File: config.mk
export PLATFORM = sky130hd
export DESIGN_NAME = adc_scan_sequencer
export DESIGN_NICKNAME = d
export VERILOG_FILES = /design/src/rtl/adc_seq_pkg.sv /design/src/rtl/adc_period_timer.sv /design/src/rtl/adc_scan_sequencer.sv
export SDC_FILE = /design/constraint.sdc
export NUM_CORES = 1
export LEC_CHECK = 0
export BUFFER_PORTS_ARGS = -buffer_cell sky130_fd_sc_hd__buf_2
export CAP_MARGIN = 20
export CORE_UTILIZATION = 40
export CTS_CLUSTER_SIZE = 10
export DETAILED_ROUTE_END_ITERATION = 16
export GPL_TIMING_DRIVEN = 0
export PLACE_DENSITY = 0.69
export SLEW_MARGIN = 20
export SYNTH_ARGS = -nofsm -noshare
export SYNTH_HDL_FRONTEND = slang
export SYNTH_HIERARCHICAL = 1
export SYNTH_SLANG_ARGS = --single-unit
File: constraint.sdc
create_clock -name clk -period 3.93 [get_ports clk]
set_clock_uncertainty 0.05 [all_clocks]
set_input_delay 0.5895 -clock clk [delete_from_list [all_inputs] [get_ports clk]]
set_output_delay 0.5895 -clock clk [all_outputs]
set_load 0.03 [all_outputs]
File: src/rtl/adc_seq_pkg.sv
// Shared definitions for the ADC scan sequencer.
//   - state_e    : scan FSM states
//   - DefDataW   : default ADC result width
//   - DefChW     : default channel index width
//   - AvgSamples : conversions per channel when averaging (ADC_AVG_EN)
//   - AvgShift   : log2(AvgSamples), divides the accumulated sum
package adc_seq_pkg;

  localparam int unsigned DefDataW   = 12;
  localparam int unsigned DefChW     = 2;
  localparam int unsigned AvgSamples = 4;
  localparam int unsigned AvgShift   = 2;

  typedef enum logic [2:0] {
    StIdle,
    StSelect,
    StStart,
    StWait,
    StStore,
    StNext
  } state_e;

endpackage

File: src/rtl/adc_period_timer.sv
// Sample-period timer for the ADC scan sequencer.
// Counts 0..PeriodCyc-1 while enable_i is high and pulses tick_o on the
// terminal count, then wraps. enable_i low holds the count at 0.
// Ports:
//   clk_i    : system clock
//   reset_i  : synchronous active-high reset
//   enable_i : counting enabled
//   tick_o   : one-cycle pulse on terminal count
module adc_period_timer #(
  parameter int unsigned PeriodCyc = 1000
) (
  input  logic clk_i,
  input  logic reset_i,
  input  logic enable_i,
  output logic tick_o
);

  localparam int unsigned CntW = (PeriodCyc > 1) ? $clog2(PeriodCyc) : 1;
  localparam logic [CntW-1:0] TermCnt = CntW'(PeriodCyc - 1);

  logic [CntW-1:0] cnt_q, cnt_d;

  always_comb begin
    cnt_d = cnt_q;
    if (!enable_i) begin
      cnt_d = '0;
    end else if (cnt_q == TermCnt) begin
      cnt_d = '0;
    end else begin
      cnt_d = cnt_q + 1'b1;
    end
  end

  always_ff @(posedge clk_i) begin
    if (reset_i) begin
      cnt_q <= '0;
    end else begin
      cnt_q <= cnt_d;
    end
  end

  assign tick_o = enable_i && (cnt_q == TermCnt);

endmodule

File: src/rtl/adc_scan_sequencer.sv
// ADC scan sequencer: on every sample-period tick, walks the enabled channels
// of scan_mask, starts one SPI ADC conversion per channel and forwards each
// result tagged with its channel number.
// Optional feature macro: ADC_AVG_EN -- each channel is converted AvgSamples
// times back-to-back and the truncated mean is forwarded.
// Ports:
//   clk, reset          : clock, synchronous active-high reset
//   enable              : scanning enabled
//   scan_mask           : bit i set -> channel i converted each scan
//   clr_err             : clears sticky error flags
//   spi_start, spi_ch   : start pulse and channel select to SPI engine
//   spi_busy            : engine busy
//   spi_data_valid/data : conversion result from engine
//   out_valid/data/ch   : tagged result to consumers
//   scan_done           : pulse after the last enabled channel of a scan
//   timeout_err         : sticky, engine failed to answer in time
//   overrun_err         : sticky, period tick arrived mid-scan
module adc_scan_sequencer
  import adc_seq_pkg::*;
#(
  parameter int unsigned NUM_CH      = 4,
  parameter int unsigned CH_W        = DefChW,
  parameter int unsigned DATA_W      = DefDataW,
  parameter int unsigned PERIOD_CYC  = 1000,
  parameter int unsigned TIMEOUT_CYC = 255
) (
  input  logic              clk,
  input  logic              reset,
  input  logic              enable,
  input  logic [NUM_CH-1:0] scan_mask,
  input  logic              clr_err,
  output logic              spi_start,
  output logic [CH_W-1:0]   spi_ch,
  input  logic              spi_busy,
  input  logic              spi_data_valid,
  input  logic [DATA_W-1:0] spi_data,
  output logic              out_valid,
  output logic [DATA_W-1:0] out_data,
  output logic [CH_W-1:0]   out_ch,
  output logic              scan_done,
  output logic              timeout_err,
  output logic              overrun_err
);

  localparam int unsigned TmoW = $clog2(TIMEOUT_CYC + 1);
  localparam logic [TmoW-1:0] TmoLast = TmoW'(TIMEOUT_CYC - 1);
  // One extra bit so the search index can step past the last channel.
  localparam int unsigned IdxW = CH_W + 1;

  state_e            state_q, state_d;
  logic [NUM_CH-1:0] mask_q, mask_d;
  logic [IdxW-1:0]   idx_q, idx_d;
  logic [CH_W-1:0]   ch_q, ch_d;
  logic [TmoW-1:0]   tmo_q, tmo_d;
  logic [DATA_W-1:0] data_q, data_d;
  logic              timeout_err_q, timeout_err_d;
  logic              overrun_err_q, overrun_err_d;
`ifdef ADC_AVG_EN
  logic [1:0]        smp_q, smp_d;
  logic [DATA_W+1:0] acc_q, acc_d;
`endif

  logic            tick;
  logic            tmo_evt;
  logic            sel_found;
  logic [CH_W-1:0] sel_idx;

  adc_period_timer #(
    .PeriodCyc (PERIOD_CYC)
  ) u_timer (
    .clk_i    (clk),
    .reset_i  (reset),
    .enable_i (enable),
    .tick_o   (tick)
  );

  // Lowest set bit of the latched mask at or above the search index.
  always_comb begin
    sel_found = 1'b0;
    sel_idx   = '0;
    for (int i = NUM_CH - 1; i >= 0; i--) begin
      if (mask_q[i] && (i >= int'(idx_q))) begin
        sel_found = 1'b1;
        sel_idx   = CH_W'(i);
      end
    end
  end

  always_comb begin
    state_d   = state_q;
    mask_d    = mask_q;
    idx_d     = idx_q;
    ch_d      = ch_q;
    tmo_d     = tmo_q;
    data_d    = data_q;
`ifdef ADC_AVG_EN
    smp_d     = smp_q;
    acc_d     = acc_q;
`endif
    spi_start = 1'b0;
    out_valid = 1'b0;
    scan_done = 1'b0;
    tmo_evt   = 1'b0;

    unique case (state_q)
      StIdle: begin
        if (tick && (|scan_mask)) begin
          mask_d  = scan_mask;
          idx_d   = '0;
          state_d = StSelect;
        end
      end
      StSelect: begin
        if (!enable) begin
          // Scan abandoned after the in-flight conversion: no scan_done.
          state_d = StIdle;
        end else if (!sel_found) begin
          scan_done = 1'b1;
          state_d   = StIdle;
        end else begin
          ch_d    = sel_idx;
          idx_d   = {1'b0, sel_idx};
`ifdef ADC_AVG_EN
          smp_d   = '0;
          acc_d   = '0;
`endif
          state_d = StStart;
        end
      end
      StStart: begin
        if (!spi_busy) begin
          spi_start = 1'b1;
          tmo_d     = '0;
          state_d   = StWait;
        end
      end
      StWait: begin
        if (spi_data_valid) begin
`ifdef ADC_AVG_EN
          acc_d = acc_q + {2'b00, spi_data};
          if (smp_q == 2'(AvgSamples - 1)) begin
            data_d  = acc_d[DATA_W+1:AvgShift];
            state_d = StStore;
          end else begin
            smp_d   = smp_q + 1'b1;
            state_d = StStart;
          end
`else
          data_d  = spi_data;
          state_d = StStore;
`endif
        end else if (tmo_q == TmoLast) begin
          // Engine never answered: drop the channel.
          tmo_evt = 1'b1;
          state_d = StNext;
        end else begin
          tmo_d = tmo_q + 1'b1;
        end
      end
      StStore: begin
        out_valid = 1'b1;
        state_d   = StNext;
      end
      StNext: begin
        // Stepping past NUM_CH-1 leaves nothing for SELECT to find.
        idx_d   = idx_q + 1'b1;
        state_d = StSelect;
      end
      default: state_d = StIdle;
    endcase
  end

  // A new error in the same cycle as clr_err keeps the flag set.
  always_comb begin
    timeout_err_d = timeout_err_q;
    overrun_err_d = overrun_err_q;
    if (clr_err) begin
      timeout_err_d = 1'b0;
      overrun_err_d = 1'b0;
    end
    if (tmo_evt) begin
      timeout_err_d = 1'b1;
    end
    if (tick && (state_q != StIdle)) begin
      overrun_err_d = 1'b1;
    end
  end

  always_ff @(posedge clk) begin
    if (reset) begin
      state_q       <= StIdle;
      mask_q        <= '0;
      idx_q         <= '0;
      ch_q          <= '0;
      tmo_q         <= '0;
      data_q        <= '0;
      timeout_err_q <= 1'b0;
      overrun_err_q <= 1'b0;
`ifdef ADC_AVG_EN
      smp_q         <= '0;
      acc_q         <= '0;
`endif
    end else begin
      state_q       <= state_d;
      mask_q        <= mask_d;
      idx_q         <= idx_d;
      ch_q          <= ch_d;
      tmo_q         <= tmo_d;
      data_q        <= data_d;
      timeout_err_q <= timeout_err_d;
      overrun_err_q <= overrun_err_d;
`ifdef ADC_AVG_EN
      smp_q         <= smp_d;
      acc_q         <= acc_d;
`endif
    end
  end

  assign spi_ch      = ch_q;
  assign out_data    = data_q;
  assign out_ch      = ch_q;
  assign timeout_err = timeout_err_q;
  assign overrun_err = overrun_err_q;

endmodule

# [Word level (Yosys, flattened, before mapping)]
# Index checks and enable logic that the tools add are counted.
[classes] div=0 n_bitwise=1 n_eq_ne=14 reduce_logical=21 magnitude_cmp=4 shift=0 n_mul=0 mux=35 n_addsub=3
[op_table] cell="two-way mux 8 bit" count=3
[op_table] cell="two-way mux 3 bit" count=7
[op_table] cell="case mux 3 bit (6 select lines)" count=1
[op_table] cell="two-way mux 1 bit" count=16
[op_table] cell="case mux 8 bit (2 select lines)" count=1
[op_table] cell="two-way mux 2 bit" count=6
[op_table] cell="inequality test 2 bit (second input constant)" count=6
[op_table] cell="adder 10 x 1 -> 10 bit (second input constant)" count=1
[op_table] cell="== test 10 bit (second input constant)" count=1
[op_table] cell="case mux 3 bit (3 select lines)" count=1
[op_table] cell="adder 8 x 1 -> 8 bit (second input constant)" count=1
[op_table] cell="== test 8 bit (second input constant)" count=1
[op_table] cell="AND reduction 4 bit" count=2
[op_table] cell="logical AND 1 bit" count=7
[op_table] cell="== test 3 x 2 -> 1 bit (second input constant)" count=2
[op_table] cell="== test 3 bit (second input constant)" count=2
[op_table] cell="greater-or-equal comparator 1 x 3 -> 1 bit (first input constant)" count=2
[op_table] cell="greater-or-equal comparator 2 x 3 -> 1 bit (first input constant)" count=2
[op_table] cell="AND reduction 3 bit" count=2
[op_table] cell="nonzero test 2 bit" count=3
[op_table] cell="nonzero test 3 bit" count=2
[op_table] cell="AND reduction 2 bit" count=2
[op_table] cell="OR reduction 4 bit" count=1
[op_table] cell="adder 3 x 1 -> 3 bit (second input constant)" count=1
[op_table] cell="other kinds (5)" count=5
[word_totals] ramBits=0 input_bits=22 output_inout_bits=21 wordCells=87 n_memories=0 ff_bits=44 latchBits=0 romBits=0

# [Longest topological paths before layout]
[depth] depth_word=9 depth_mapped=9 depth_no_buf=9

# [By module]
# The synthesis kept the hierarchy.
[modules_own_cells] mod="adc_scan_sequencer" cells_per_inst=195 area_each_um2=1636.6 seq_area_each_um2=680.7 instances=1
[modules_own_cells] mod="adc_period_timer" cells_per_inst=52 area_each_um2=460.4 seq_area_each_um2=200.2 instances=1

# [Least setup slack after synthesis]
# OpenSTA, ideal clock, no wires.
[synth_timing] kind="register to register" from="reg u_timer.cnt_q[0]" to="reg idx_q[0]" arrival_time_ns=2.023 period_less_slack_ns=2.200 setup_ns=0.127 setup_slack_ns=1.730 stages_incl_launch_ff=10 cell_sequence="dfxtp_1 > ha_1 > and4bb_1 > nand2_1 > nor3_1 > o41ai_1 > nor4_2 > nor2_1 > a31oi_1 > o22ai_1"
[synth_between] elab_chain_len=5
[synth_rtl] element="start, declared" line="adc_period_timer.sv:21" text="logic [CntW-1:0] cnt_q, cnt_d;"
[synth_rtl] element="start signal, assigned" line="adc_period_timer.sv:38" text="cnt_q <= cnt_d;"
[synth_rtl] element="== test 10 bit" line="adc_period_timer.sv:42" text="assign tick_o = enable_i && (cnt_q == TermCnt);"
[synth_rtl] element="logical AND 1 bit" line="adc_period_timer.sv:42"
[synth_rtl] element="named net tick" line="adc_scan_sequencer.sv:63" text="logic tick;"
[synth_rtl] element="logical AND 1 bit" line="adc_scan_sequencer.sv:107" text="if (tick && (|scan_mask)) begin"
[synth_rtl] element="inequality test 2 bit (no line)"
[synth_rtl] element="AND reduction 4 bit (no line)"
[synth_rtl] element="end signal, assigned" line="adc_scan_sequencer.sv:206" text="idx_q <= idx_d;"
[synth_rtl] element="end, declared" line="adc_scan_sequencer.sv:52" text="logic [IdxW-1:0] idx_q, idx_d;"
# The timed path passes the listed nets, and every way through them passes these cells.
# A chain may end at the register's enable or synchronous reset.

# [Worst setup path in the final report]
[layout_timing] from="reg u_timer.cnt_q[0]" to="reg idx_q[1]"
# The elaborated chain is that of the path after synthesis.

==> impl_metrics.json <==
{
  "hp-class": "flop to flop",
  "htree_levels": 2,
  "required_ns": 4.05,
  "track_usage": 0.168,
  "worst_slack_ns": 1.30,
  "cts_sinks": 44,
  "syn-cell-area_sq_um": 2100,
  "cell_internal_pwr_uw": 600,
  "post_cts_resized": 0,
  "ys.warnings.count": 6,
  "setup_tns_ns": 0,
  "grt_overflow_total": 0,
  "postCtsSetupBuffers": 0,
  "num_rows": 25,
  "drive_gt1_frac": 0.219,
  "clk_latency_ns": 0.29,
  "grt_max_degree": 14,
  "layout.nets": 324,
  "synth.most_common_cell": "dfxtp_1",
  "seqPwrFrac": 0.585,
  "critical_path.cell_chain": "ha_1 -> and4bb_1 -> nand2_1 -> nor3_1 -> o41ai_1 -> nor4_2 -> nor2_1 -> a31oi_1 -> o22ai_1",
  "holdWs_ns": 0.404,
  "p_clk_frac": 0.382,
  "irDropWorstVdd_v": 0.000120,
  "p_sw_uw": 164,
  "clockBufferDepth": 2,
  "antenna_found_initial": 0,
  "cts-root-buf": "clkbuf_8",
  "worstPathArrival_ns": 2.75,
  "synth_async_sr_flop_share": 0,
  "ys_seq_elements": 44,
  "diodes": 0,
  "synth_cells": 247,
  "drv_slew": 0,
  "port_buffers": 42,
  "setup_viol": 0,
  "pre_cts_ws_ns": 1.31,
  "hold_buffers": 0,
  "cts_tree": "built",
  "synth_commonest_cells": "dfxtp_1 (44), nand2_1 (33), nor2_1 (33)",
  "path_clk_slew_ns": 0.08,
  "tightest_slew_ns": 0.776,
  "postRouteAntennaNets": 0,
  "crit_slowest_cell": "nor4_2",
  "start_kind": "flop",
  "critPathMaxStageDelay_ns": 0.61,
  "gp_congestion": 0.800,
  "routed_wl_mm": 4.16,
  "vias_per_cell": 4.93,
  "n_fill_cell": 503,
  "drv_cap": 0,
  "fmax_mhz": 380,
  "numCtsBuffers": 5,
  "ys_seq_area_frac": 0.420,
  "criticalPathCategory": "flop to flop",
  "ios": 43,
  "crit_path_end_kind": "flop",
  "post-route-period-util": 0.670,
  "coreArea_sq_um": 4880,
  "cp_max_fo": 6,
  "post-dp-hpwl_mm": 3.15,
  "ys.flop_type": "dfxtp_1",
  "die_w_um": 74.4,
  "synth_top_area_cell": "dfxtp_1",
  "area_growth_pct": 18.5,
  "die_area_sq_um": 5540,
  "drtPass1Iterations": 4,
  "final_hold_viol_count": 0,
  "combPwrFrac": 0.033,
  "num_vias": 1795,
  "synth_top_area_frac": 0.420,
  "grt_pass1_wl_mm": 7.11,
  "first_iter_violations": 79,
  "finalCriticalPeriod_ns": 2.63,
  "synth.distinct_cells": 46,
  "leakage_nw": 0.950,
  "initial_core_util": 0.430,
  "wl_per_cell_um": 11.4,
  "grt_setup_unrepaired": "no",
  "run_status": "finished, final reports clean",
  "drc": 0,
  "avgSynthCellArea_sq_um": 8.49,
  "power_density_nw_per_um2": 307,
  "multi_input_area_sq_um": 1120,
  "die_y_um": 74.4,
  "grt_pass1_vias": 1665,
  "synth-edff-count": 0,
  "regArea_sq_um": 881,
  "slew_headroom": 0.478,
  "synthesis.nets": 275,
  "synth.area.top_cells": "dfxtp_1 (42%), nand2_1 (5.9%), nor2_1 (5.9%), a21oi_1 (5.5%), xnor2_1 (4.6%)",
  "p_sw_frac": 0.214
}
-- logic make-up after synthesis --
group	count (synthesis)	share of synthesized area
and+or+nand+nor	112	0.276
AOI/OAI and AO/OA	49	0.147
DFF	44	0.420
buffers and inverters	19	0.0465
xor gates and xnor gates	12	0.0501
adders and majority gates	6	0.0358
muxes	5	0.0245
-- critical path: cells and delay by family, from the launching register on --
family,cells,cell delay [ns]
compound gates,3,0.53
fa+ha+maj,1,0.22
flops,1,0.36
simple gates,5,1.34
-- placed cells by master (no fill, tap or decap), drive strengths merged, types with 2 or more instances in the layout --
master   n
or3      3
nor3b    2
and2     3
o22ai    2
and3     3
xnor2   11
buf     47
mux2i    4
a21oi   23
o21a     4
nor3     3
ha       6
nor2    33
nand2b   6
o21ai    4
dfxtp   44
a211oi   4
and4bb   2
nor2b    2
inv      9
nand4b   3
clkbuf  12
nand2   33
a31oi    4
nand3   13
nand4    3
-- sequential cells by signal (all words and copies together) (netlist names) --
name,cells
out_data,12
u_timer/cnt_q,10
tmo_q,8
mask_q,4
idx_q,3
state_q,3
out_ch,2
overrun_err,1
timeout_err,1
-- final timing paths --
| check | cells past startpoint | slack (ns) | from | end |
|---|---|---|---|---|
| max reg2reg | 9 | 1.30 | u_timer/cnt_q[0] | idx_q[1] |
| min reg2reg | 2 | 0.40 | out_data[7] | out_data[7] |
| min | 2 | 0.40 | out_data[7] | out_data[7] |
| max | 9 | 1.30 | u_timer/cnt_q[0] | idx_q[1] |
-- metal layers --
metal | vias up | wire [um] | share of wire | track usage
met5 | - | 0 | 0 | 0
met4 | 0 | 29 | 0.0070 | 0.0629
met3 | 5 | 138 | 0.033 | 0.0407
met2 | 30 | 2010 | 0.48 | 0.272
met1 | 816 | 1990 | 0.48 | 0.215
li1 | 944 | - | - | -
-- power by group through the flow --
stage / clock [mW] / sequential (mW) / combinational [mW]
after floorplan: 0 / 0.457 / 0.00906
after CTS: 0.302 / 0.447 / 0.0250
after detailed placement: 0 / 0.458 / 0.0249
final: 0.292 / 0.447 / 0.0249
after global routing: 0.323 / 0.447 / 0.0279
after global placement: 0 / 0.458 / 0.0251
-- area by class of cell --
cell class,count,share of cell area
Buffer,10,0.0257
Multi-Input combinational cell,184,0.450
Sequential cell,44,0.354
Tap cell,67,0.0337
Clock inverter,1,0.00302
Clock buffer,7,0.0347
Inverter,9,0.0136
Timing Repair Buffer,42,0.0846
-- metrics by stage --
| step | util | cells | instance area (sq um) | total power, mW |
|---|---|---|---|---|
| floorplan | - | 247 | 2100 | 0.466 |
| global placement | 0.490 | 356 | 2390 | 0.483 |
| detailed placement | 0.490 | 356 | 2390 | 0.482 |
| CTS | 0.509 | 364 | 2480 | 0.774 |
| global route | 0.509 | 364 | 2480 | 0.798 |
| finish | 0.509 | 364 | 2480 | 0.763 |
(Power assumes the default switching activity.)
